--- src/rtl/nibble_serial_adder_if.sv ---
// -----------------------------------------------------------------------------
// nibble_serial_adder_if
//
// Bundles the operand-side and result-side valid/ready handshakes of
// nibble_serial_adder into one interface.
//
// Signals:
//   in_valid  - producer presents operands
//   in_ready  - adder can accept operands
//   a, b      - WIDTH-bit operands
//   c_in      - carry-in
//   sub       - subtract request (exists only when NSA_SUB_EN is defined)
//   out_valid - result available
//   out_ready - consumer takes the result
//   sum       - WIDTH-bit result
//   c_out     - carry out of bit WIDTH-1
//   ovf       - two's-complement overflow
//
// Modports:
//   master - the producer/consumer side (drives operands and out_ready)
//   slave  - the adder side
//
// Configuration macro: NSA_SUB_EN adds the sub signal.
// -----------------------------------------------------------------------------
interface nibble_serial_adder_if #(
    parameter int WIDTH = 16
);
    logic             in_valid;
    logic             in_ready;
    logic [WIDTH-1:0] a;
    logic [WIDTH-1:0] b;
    logic             c_in;
`ifdef NSA_SUB_EN
    logic             sub;
`endif
    logic             out_valid;
    logic             out_ready;
    logic [WIDTH-1:0] sum;
    logic             c_out;
    logic             ovf;

`ifdef NSA_SUB_EN
    modport master (
        output in_valid, a, b, c_in, sub, out_ready,
        input  in_ready, out_valid, sum, c_out, ovf
    );

    modport slave (
        input  in_valid, a, b, c_in, sub, out_ready,
        output in_ready, out_valid, sum, c_out, ovf
    );
`else
    modport master (
        output in_valid, a, b, c_in, out_ready,
        input  in_ready, out_valid, sum, c_out, ovf
    );

    modport slave (
        input  in_valid, a, b, c_in, out_ready,
        output in_ready, out_valid, sum, c_out, ovf
    );
`endif

endinterface

--- src/rtl/nibble_serial_adder.sv ---
// -----------------------------------------------------------------------------
// nibble_serial_adder
//
// Multi-cycle WIDTH-bit adder. Operands are captured once, then one 4-bit
// ripple-carry slice processes a nibble per clock (LSB nibble first), with
// the inter-nibble carry held in a flip-flop. One operation is in flight at a
// time; both the operand and result sides use valid/ready handshakes.
//
// Ports:
//   clk  - rising-edge clock
//   rst  - synchronous, active-high reset (aborts any operation in flight)
//   bus  - nibble_serial_adder_if.slave:
//            in_valid/in_ready, a, b, c_in, [sub]   operand handshake
//            out_valid/out_ready, sum, c_out, ovf   result handshake
//
// Parameters:
//   WIDTH - operand/result width; a multiple of 4 and at least 4.
//
// Configuration macro:
//   NSA_SUB_EN - when defined, bus.sub = 1 turns the operation into a - b
//                (B is inverted and the carry-in forced to 1 at capture;
//                c_in is ignored). c_out = 1 then means "no borrow".
//
// Timing: accept on edge k, RUN on edges k+1..k+N, out_valid from edge k+N,
// with N = WIDTH/4. in_ready is a pure decode of the state.
// -----------------------------------------------------------------------------
module nibble_serial_adder #(
    parameter int WIDTH = 16
) (
    input logic                 clk,
    input logic                 rst,
    nibble_serial_adder_if.slave bus
);

    localparam int N     = WIDTH / 4;
    localparam int IDX_W = (N > 1) ? $clog2(N) : 1;

    typedef enum logic [1:0] {
        IDLE = 2'd0,
        RUN  = 2'd1,
        DONE = 2'd2
    } state_t;

    // -------------------------------------------------------------------------
    // State and datapath registers
    // -------------------------------------------------------------------------
    state_t             state_q,  state_d;
    logic [WIDTH-1:0]   a_q,      a_d;
    logic [WIDTH-1:0]   b_q,      b_d;
    logic [WIDTH-1:0]   sum_q,    sum_d;
    logic               carry_q,  carry_d;
    logic               c_out_q,  c_out_d;
    logic               ovf_q,    ovf_d;
    logic [IDX_W-1:0]   idx_q,    idx_d;

    logic               in_ready_c;
    logic               out_valid_c;

    // -------------------------------------------------------------------------
    // Nibble views of the operand registers
    // -------------------------------------------------------------------------
    logic [3:0] a_nib [N];
    logic [3:0] b_nib [N];

    generate
        for (genvar gi = 0; gi < N; gi++) begin : g_nib
            assign a_nib[gi] = a_q[4*gi +: 4];
            assign b_nib[gi] = b_q[4*gi +: 4];
        end
    endgenerate

    // Nibble select as an AND-OR style loop so a non-power-of-two N never
    // indexes past the end of the array.
    logic [3:0] a_sel;
    logic [3:0] b_sel;

    always_comb begin
        a_sel = 4'h0;
        b_sel = 4'h0;
        for (int i = 0; i < N; i++) begin
            if (idx_q == IDX_W'(i)) begin
                a_sel = a_nib[i];
                b_sel = b_nib[i];
            end
        end
    end

    // -------------------------------------------------------------------------
    // The single 4-bit slice: bit 4 of the result is the slice carry-out.
    // -------------------------------------------------------------------------
    logic [4:0] slice_res;
    logic       last_nib;
    logic       run_step;
    logic       msb_carry_in;

    assign slice_res = {1'b0, a_sel} + {1'b0, b_sel} + {4'b0000, carry_q};
    assign last_nib  = (idx_q == IDX_W'(N - 1));
    assign run_step  = (state_q == RUN);

    // Carry into the MSB recovered from the MSB sum bit: s = a ^ b ^ cin, so
    // cin = a ^ b ^ s. Only meaningful while the top nibble is in the slice.
    // b_q already holds the inverted operand for a subtract.
    assign msb_carry_in = a_q[WIDTH-1] ^ b_q[WIDTH-1] ^ slice_res[3];

    // Each sum nibble is written only in the RUN cycle that selects it; the
    // rest hold, so IDLE keeps showing the previous result.
    generate
        for (genvar gi = 0; gi < N; gi++) begin : g_sum
            assign sum_d[4*gi +: 4] = (run_step && (idx_q == IDX_W'(gi)))
                                      ? slice_res[3:0]
                                      : sum_q[4*gi +: 4];
        end
    endgenerate

    // -------------------------------------------------------------------------
    // Next-state / output logic
    // -------------------------------------------------------------------------
    always_comb begin
        state_d     = state_q;
        a_d         = a_q;
        b_d         = b_q;
        carry_d     = carry_q;
        c_out_d     = c_out_q;
        ovf_d       = ovf_q;
        idx_d       = idx_q;
        in_ready_c  = 1'b0;
        out_valid_c = 1'b0;

        case (state_q)
            IDLE: begin
                in_ready_c = 1'b1;
                if (bus.in_valid) begin
                    a_d   = bus.a;
                    idx_d = '0;
`ifdef NSA_SUB_EN
                    // a - b computed as a + ~b + 1.
                    if (bus.sub) begin
                        b_d     = ~bus.b;
                        carry_d = 1'b1;
                    end else begin
                        b_d     = bus.b;
                        carry_d = bus.c_in;
                    end
`else
                    b_d     = bus.b;
                    carry_d = bus.c_in;
`endif
                    state_d = RUN;
                end
            end

            RUN: begin
                carry_d = slice_res[4];
                idx_d   = idx_q + 1'b1;
                if (last_nib) begin
                    c_out_d = slice_res[4];
                    ovf_d   = slice_res[4] ^ msb_carry_in;
                    state_d = DONE;
                end
            end

            DONE: begin
                out_valid_c = 1'b1;
                if (bus.out_ready) begin
                    state_d = IDLE;
                end
            end

            default: begin
                state_d = IDLE;
            end
        endcase
    end

    // -------------------------------------------------------------------------
    // Registers
    // -------------------------------------------------------------------------
    always_ff @(posedge clk) begin
        if (rst) begin
            state_q <= IDLE;
            a_q     <= '0;
            b_q     <= '0;
            sum_q   <= '0;
            carry_q <= 1'b0;
            c_out_q <= 1'b0;
            ovf_q   <= 1'b0;
            idx_q   <= '0;
        end else begin
            state_q <= state_d;
            a_q     <= a_d;
            b_q     <= b_d;
            sum_q   <= sum_d;
            carry_q <= carry_d;
            c_out_q <= c_out_d;
            ovf_q   <= ovf_d;
            idx_q   <= idx_d;
        end
    end

    // -------------------------------------------------------------------------
    // Interface outputs
    // -------------------------------------------------------------------------
    assign bus.in_ready  = in_ready_c;
    assign bus.out_valid = out_valid_c;
    assign bus.sum       = sum_q;
    assign bus.c_out     = c_out_q;
    assign bus.ovf       = ovf_q;

endmodule
--- src/flat_wrapper.sv ---
// flat-port wrapper written by rule: the top's interface ports become plain ports
module nibble_serial_adder_flat 
#(
    parameter int WIDTH = 16
)
  (clk, rst, bus_in_valid, bus_a, bus_b, bus_c_in, bus_out_ready, bus_in_ready, bus_out_valid, bus_sum, bus_c_out, bus_ovf);
  nibble_serial_adder_if #(.WIDTH(WIDTH)) bus_i ();
  input logic clk;
  input logic rst;
  input wire logic [$bits(bus_i.in_valid)-1:0] bus_in_valid;
  input wire logic [$bits(bus_i.a)-1:0] bus_a;
  input wire logic [$bits(bus_i.b)-1:0] bus_b;
  input wire logic [$bits(bus_i.c_in)-1:0] bus_c_in;
  input wire logic [$bits(bus_i.out_ready)-1:0] bus_out_ready;
  output wire logic [$bits(bus_i.in_ready)-1:0] bus_in_ready;
  output wire logic [$bits(bus_i.out_valid)-1:0] bus_out_valid;
  output wire logic [$bits(bus_i.sum)-1:0] bus_sum;
  output wire logic [$bits(bus_i.c_out)-1:0] bus_c_out;
  output wire logic [$bits(bus_i.ovf)-1:0] bus_ovf;
  assign bus_i.in_valid = bus_in_valid;
  assign bus_i.a = bus_a;
  assign bus_i.b = bus_b;
  assign bus_i.c_in = bus_c_in;
  assign bus_i.out_ready = bus_out_ready;
  assign bus_in_ready = bus_i.in_ready;
  assign bus_out_valid = bus_i.out_valid;
  assign bus_sum = bus_i.sum;
  assign bus_c_out = bus_i.c_out;
  assign bus_ovf = bus_i.ovf;
  nibble_serial_adder #(.WIDTH(WIDTH)) u_core (.clk(clk), .rst(rst), .bus(bus_i));
endmodule
--- config.mk ---
export PLATFORM = sky130hd
export DESIGN_NAME = nibble_serial_adder_flat
export DESIGN_NICKNAME = d
export VERILOG_FILES = /design/src/rtl/nibble_serial_adder_if.sv /design/src/rtl/nibble_serial_adder.sv /design/src/flat_wrapper.sv
export SDC_FILE = /design/constraint.sdc
export NUM_CORES = 1
export LEC_CHECK = 0
export CAP_MARGIN = 20
export CORE_ASPECT_RATIO = 2
export CORE_MARGIN = 3
export CORE_UTILIZATION = 50
export CTS_CLUSTER_DIAMETER = 30
export DETAILED_ROUTE_END_ITERATION = 6
export HOLD_SLACK_MARGIN = 0.05
export PLACE_DENSITY = 0.8
export SKIP_LAST_GASP = 1
export SLEW_MARGIN = 20
export SYNTH_ARGS = -nofsm -noshare
export SYNTH_HDL_FRONTEND = slang
export SYNTH_SLANG_ARGS = --single-unit
--- constraint.sdc ---
create_clock -name clk -period 3.7 [get_ports clk]
set_input_delay 0.555 -clock clk [delete_from_list [all_inputs] [get_ports clk]]
set_output_delay 0.555 -clock clk [all_outputs]
set_load 0.05 [all_outputs]
== Word level (Yosys, flattened, before mapping) ==
Cells that the tools add are included.
Operators by class
  $add $sub $neg: 3
  equal/unequal tests: 8
  multiplexer cells: 18
  bitwise operators: 3
  reduce and logical (&&, ||, !) cells: 11
Operator list (number)
  two-way mux 4 bit: 8
  two-way mux 2 bit: 4
  equality test 2 bit, second input constant: 3
  case mux 2 bit (3 select lines): 1
  AND reduction 2 bit: 3
  adder 4 x 4 -> 5 bit: 1
  adder 5 x 1 -> 5 bit: 1
  equality test 2 x 1 -> 1 bit, second input constant: 2
  logical AND 1 bit: 4
  zero test 2 bit: 2
  inequality test 2 bit, second input constant: 2
  case mux 2 bit (2 select lines): 1
  two-way mux 1 bit: 3
  AND reduction 3 bit: 1
  bitwise XOR 1 bit: 3
  adder 2 x 1 -> 2 bit, second input constant: 1
  inequality test 2 x 1 -> 1 bit, second input constant: 1
  case mux 1 bit (2 select lines): 1
  nonzero test 2 bit: 1
Storage, ports and cells
  bits in registers: 55
  bits of input ports: 37
  output and inout bits: 20
  logic and storage cells: 54

== Depth between registers and ports, before layout ==
  word-level depth: 9
  mapped depth: 13
  depth with buffers taken out: 13

== Worst setup path before layout ==
Ideal clock, no wire load.
  path kind: register to register
  start: register u_core.idx_q[1]
  end: register u_core.ovf_q, in the netlist u_core.bus.ovf
  library setup time: 0.123 ns
  arrival: 2.684 ns
  data required time: 3.577 ns
  slack: 0.893 ns
  stages on the path, launching flop included: 14
  path buffers: 2
  period minus slack after synthesis: 2.807 ns
  cells stage by stage: dfxtp_1 -> inv_1 -> ha_1 -> clkbuf_1 -> nand3b_1 -> a21oi_1 -> a21oi_1 -> o21ai_0 -> ha_1 -> and3b_1 -> or3_1 -> buf_6 -> a211oi_2 -> o41ai_2
On the way
  cells in the longest elaborated chain, start to end: 9
  elaborated cells between the ends (all ways): 17
  those cells by class: add/sub: 2; eq/ne: 3; mux: 8; bitwise: 2; reduce/logical: 2
RTL lines
  start: declaration: line nibble_serial_adder.sv:54  | logic [IDX_W-1:0] idx_q, idx_d;
  start signal: assignment: line nibble_serial_adder.sv:196  | idx_q <= idx_d;
  zero test 2 bit: line nibble_serial_adder.sv:81  | if (idx_q == IDX_W'(i)) begin
  two-way mux 4 bit (4 in a row): line nibble_serial_adder.sv:81
  adder 4 x 4 -> 5 bit: line nibble_serial_adder.sv:96  | assign slice_res = {1'b0, a_sel} + {1'b0, b_sel} + {4'b0000, carry_q};
  adder 5 x 1 -> 5 bit: line nibble_serial_adder.sv:96
  bitwise XOR 1 bit: line nibble_serial_adder.sv:103  | assign msb_carry_in = a_q[WIDTH-1] ^ b_q[WIDTH-1] ^ slice_res[3];
  bitwise XOR 1 bit: line nibble_serial_adder.sv:157  | ovf_d = slice_res[4] ^ msb_carry_in;
  end signal: assignment: line nibble_serial_adder.sv:195  | ovf_q <= ovf_d;
  end: declaration: line nibble_serial_adder.sv:53  | logic ovf_q, ovf_d;
Parallel ways exist; a longest one is shown, timed or not.
A chain may end at the register's enable or synchronous reset.

== Worst setup path after layout ==
Same ends and word-level chain as after synthesis.

==> summary.md <==
| Metric | Value |
|---|---|
| DRT antenna net count | `0` |
| YS warnings | `0` |
| CTS Sinks | `55` |
| Wire per inst | `12.4 µm` |
| Hold crit path type | `flop to flop` |
| Critical path, cell by cell | `inv_1 -> ha_1 -> nand3b_1 -> a21oi_1 -> a21oi_1 -> o21ai_0 -> ha_1 -> and3b_1 -> or3_1 -> a211oi_2 -> o41ai_2` |
| Clock Path Buffers | `2` |
| Worst hold-check slack | `0.458 ns` |
| Status | `complete, no violations` |
| Critical Path RT | `3.85 ns` |
| # Post-CTS Setup Buffers | `0` |
| Yosys reg bits | `55` |
| Setup_tns | `0 ns` |
| Clock network power share | `29.1%` |
| Core area | `4690 µm²` |
| Worst path slowest cell | `or3_1` |
| Drt total wl | `5120 µm` |
| Final Wtd Congestion | `0.780` |
| First-pass GRT wire length | `8540 µm` |
| Maximum VDD drop | `0.318 mV` |
| Final WS setup | `0.658 ns` |
| Worst Hold End | `u_core.bus.sum[15]` |
| Setup CP Type | `flop to flop` |
| Nets | `401` |
| Dpl ws | `0.695 ns` |
| Period utilization | `82.2%` |
| Reg2Reg Depth | `11` |
| Antenna violations before repair | `0` |
| Comb pwr share | `17.7%` |
| Buffers on Ports | `56` |
| Worst Setup Start Kind | `flop` |
| Slew HR | `36.0%` |
| Worst reg2reg path endpoint | `u_core.bus.ovf` |
| Mapped cell area | `2490 µm²` |
| RSZ-0062 raised after global routing | `false` |
| Die H | `approximately 110 µm` |
| Fill count | `420` |
| Switching share of power | `26.0%` |
| GRT Overall Usage | `17.7%` |
| Critical path data arrival time | `around 3.2 ns` |
| Chip width | `about 56 µm` |
| Avg Inst Size Synth | `7.92 µm²` |
| Final Setup Violations | `0` |
| RR Startpoint | `u_core.idx_q[1]` |
| Via Count | `2114` |
| Fin crit period | `3.04 ns` |
| Distinct cell type count after synthesis | `33` |
| Crit Path Max Fanout | `17` |
| Largest net degree at the start of global routing | `57` |
| Leading cell type in the layout, fill and taps excluded | `nand2_1` |
| Most frequent cells in the layout | `86 x nand2_1, 59 x a21oi_1, 55 x clkdlybuf4s50_1, 55 x dfxtp_1, 13 x nor2_1` |
| Worst setup EP type | `flop` |
| Layout Skew | `0.00405 ns` |
| CTS clk-pin slew, worst paths | `0.09 ns` |
| Die area | `5910 µm²` |
| Drt via density | `5.14` |
| H-tree lvl count | `2` |
| Syn Nets | `360` |
| Slew @ Worst Pin | `0.960 ns` |
| Pwr Density | `around 380 nW/µm²` |
| Vias in the first global route | `1955` |
| Total power | `1.20 mW` |
| Clock insertion delay at the later pin of the skew report | `0.30 ns` |
| Share of cells above drive strength 1 | `4.21%` |
| CTS tree | `built` |
| Iter 0 DRT Violations | `31` |
| CTS root buf | `clkbuf_8` |
| N_diodes | `0` |
| Site row count | `35` |
| Internal power | `0.886 mW` |
| CTS Buf Count | `5` |
| # DRC | `0` |
| Max-slew violations | `0` |
| Sequential-to-total area share from yosys stat | `44.3%` |
| P_sw | `0.311 mW` |
| Area growth syn-to-layout | `25.1%` |
| Max Clk Rate | `329 MHz` |
| Flop pwr share | `53.2%` |
| Worst hold stages | `2` |
| CTS Hold Buffers Added | `0` |
| Cts repair resizes | `0` |
| Max cap viols | `0` |
| Post-Synthesis Cells | `314` |
| Hpwl dp | `~3800 µm` |
| Grt total ovfl | `0` |
| Layout Utilization | `66.4%` |
| I/O pin count | `57` |
| Register-to-register setup slack | `0.66 ns` |
| Worst path max stage delay | `between 0.4 and 0.5 ns` |
| P_leak | `approximately 1.2 nW` |
| Start point of the worst hold path | `u_core.bus.sum[15]` |
| Final hold viol count | `0` |
| First-pass DRT Iterations | `4` |
| Initial Utilization | `roughly 53%` |
-- state kept, by name, summed over array words and instances (netlist names) --
| name | count |
|---|---|
| u_core.idx_q | 2 |
| u_core.carry_q | 1 |
| u_core.state_q | 2 |
| u_core.b_q | 16 |
| u_core.bus.c_out | 1 |
| u_core.a_q | 16 |
| u_core.bus.sum | 16 |
| u_core.bus.ovf | 1 |
-- logic make-up (layout without fill, tap and decap cells) --
logic type | count (synthesis) | count (layout) | share of synthesized area [%]
flops | 55 | 55 | 44.3
fa+ha+maj | 9 | 9 | 5.13
mux | 4 | 4 | 1.61
simple gates | 135 | 135 | 24.3
xor+xnor | 2 | 2 | 0.704
compound gates | 80 | 80 | 18.3
buf+inv | 29 | 71 | 5.68
-- final cells by class --
class                   instances  area, µm²  share of cell area, %
multi-input cells             230       1250                   40.2
flip-flops and latches         55       1100                   35.4
repair buffers                 58        571                   18.3
clock buffers                   8        100                   3.22
well taps                      55       68.8                   2.21
inverters                       5       18.8                  0.603
-- synthesized netlist by cell type (all sizes together) --
library cell	number	area share, %
inv	5	0.75
a221oi	2	0.70
nor2b	6	1.6
nor3	5	1.0
fa	2	1.6
nand2b	4	1.0
mux2i	4	1.6
and3b	1	0.35
nand3b	7	2.1
buf	10	2.8
xnor2	1	0.35
clkbuf	14	2.2
o21ai	7	1.4
nand2	86	13
ha	7	3.5
or3	2	0.50
nor3b	1	0.50
and3	1	0.25
a211oi	9	2.9
and2	4	1.0
a21oi	59	12
nor2	13	2.0
xor2	1	0.35
o41ai	1	0.65
nand3	5	1.0
o211a	1	0.40
a21o	1	0.35
dfxtp	55	44
-- how the worst max path moves through the flow --
stage / start / end / slack [ns] / depth (start not counted)
after CTS: u_core.idx_q[1] / u_core.bus.ovf / 0.65 / 11
after floorplan: u_core.idx_q[1] / u_core.bus.ovf / 0.89 / 13
after detailed placement: u_core.idx_q[1] / u_core.bus.ovf / 0.69 / 11
after global routing: u_core.idx_q[1] / u_core.bus.ovf / 0.44 / 11
final: u_core.idx_q[1] / u_core.bus.ovf / 0.66 / 11
after global placement: u_core.idx_q[1] / u_core.bus.ovf / 0.81 / 11
-- routing by layer --
metal | up-vias | global-route usage, % | part of all wire (%)
li1 | 1127 | - | -
met1 | 938 | 19.2 | 39
met2 | 43 | 33.9 | 55
met3 | 6 | 3.19 | 3.7
met4 | 0 | 5.60 | 1.5
met5 | - | 0 | 0
-- power by group through the flow --
| stage | sequential (mW) | combinational [mW] | clock (mW) |
|---|---|---|---|
| after floorplan | 0.666 | 0.125 | 0 |
| final | 0.637 | 0.212 | 0.348 |
| after global placement | 0.651 | 0.208 | 0 |
| after CTS | 0.638 | 0.213 | 0.359 |
| after global routing | 0.641 | 0.234 | 0.376 |
| after detailed placement | 0.652 | 0.212 | 0 |
-- critical path, delay by kind of cell, from the launching register on --
kind	cells	cell delay, ns
adders and majority gates	2	0.66
and+or+nand+nor	3	0.87
DFF	1	0.38
buffers and inverters	1	0.09
AOI/OAI and AO/OA	5	0.89
-- metrics by stage --
| step | instance area (µm²) | instances |
|---|---|---|
| 6_report | 3110 | 411 |
| 3_3_place_gp | 3010 | 403 |
| 5_1_grt | 3110 | 411 |
| 4_1_cts | 3110 | 411 |
| 2_1_floorplan | 2490 | 314 |
| 3_5_place_dp | 3010 | 403 |
(Power assumes the default switching activity.)
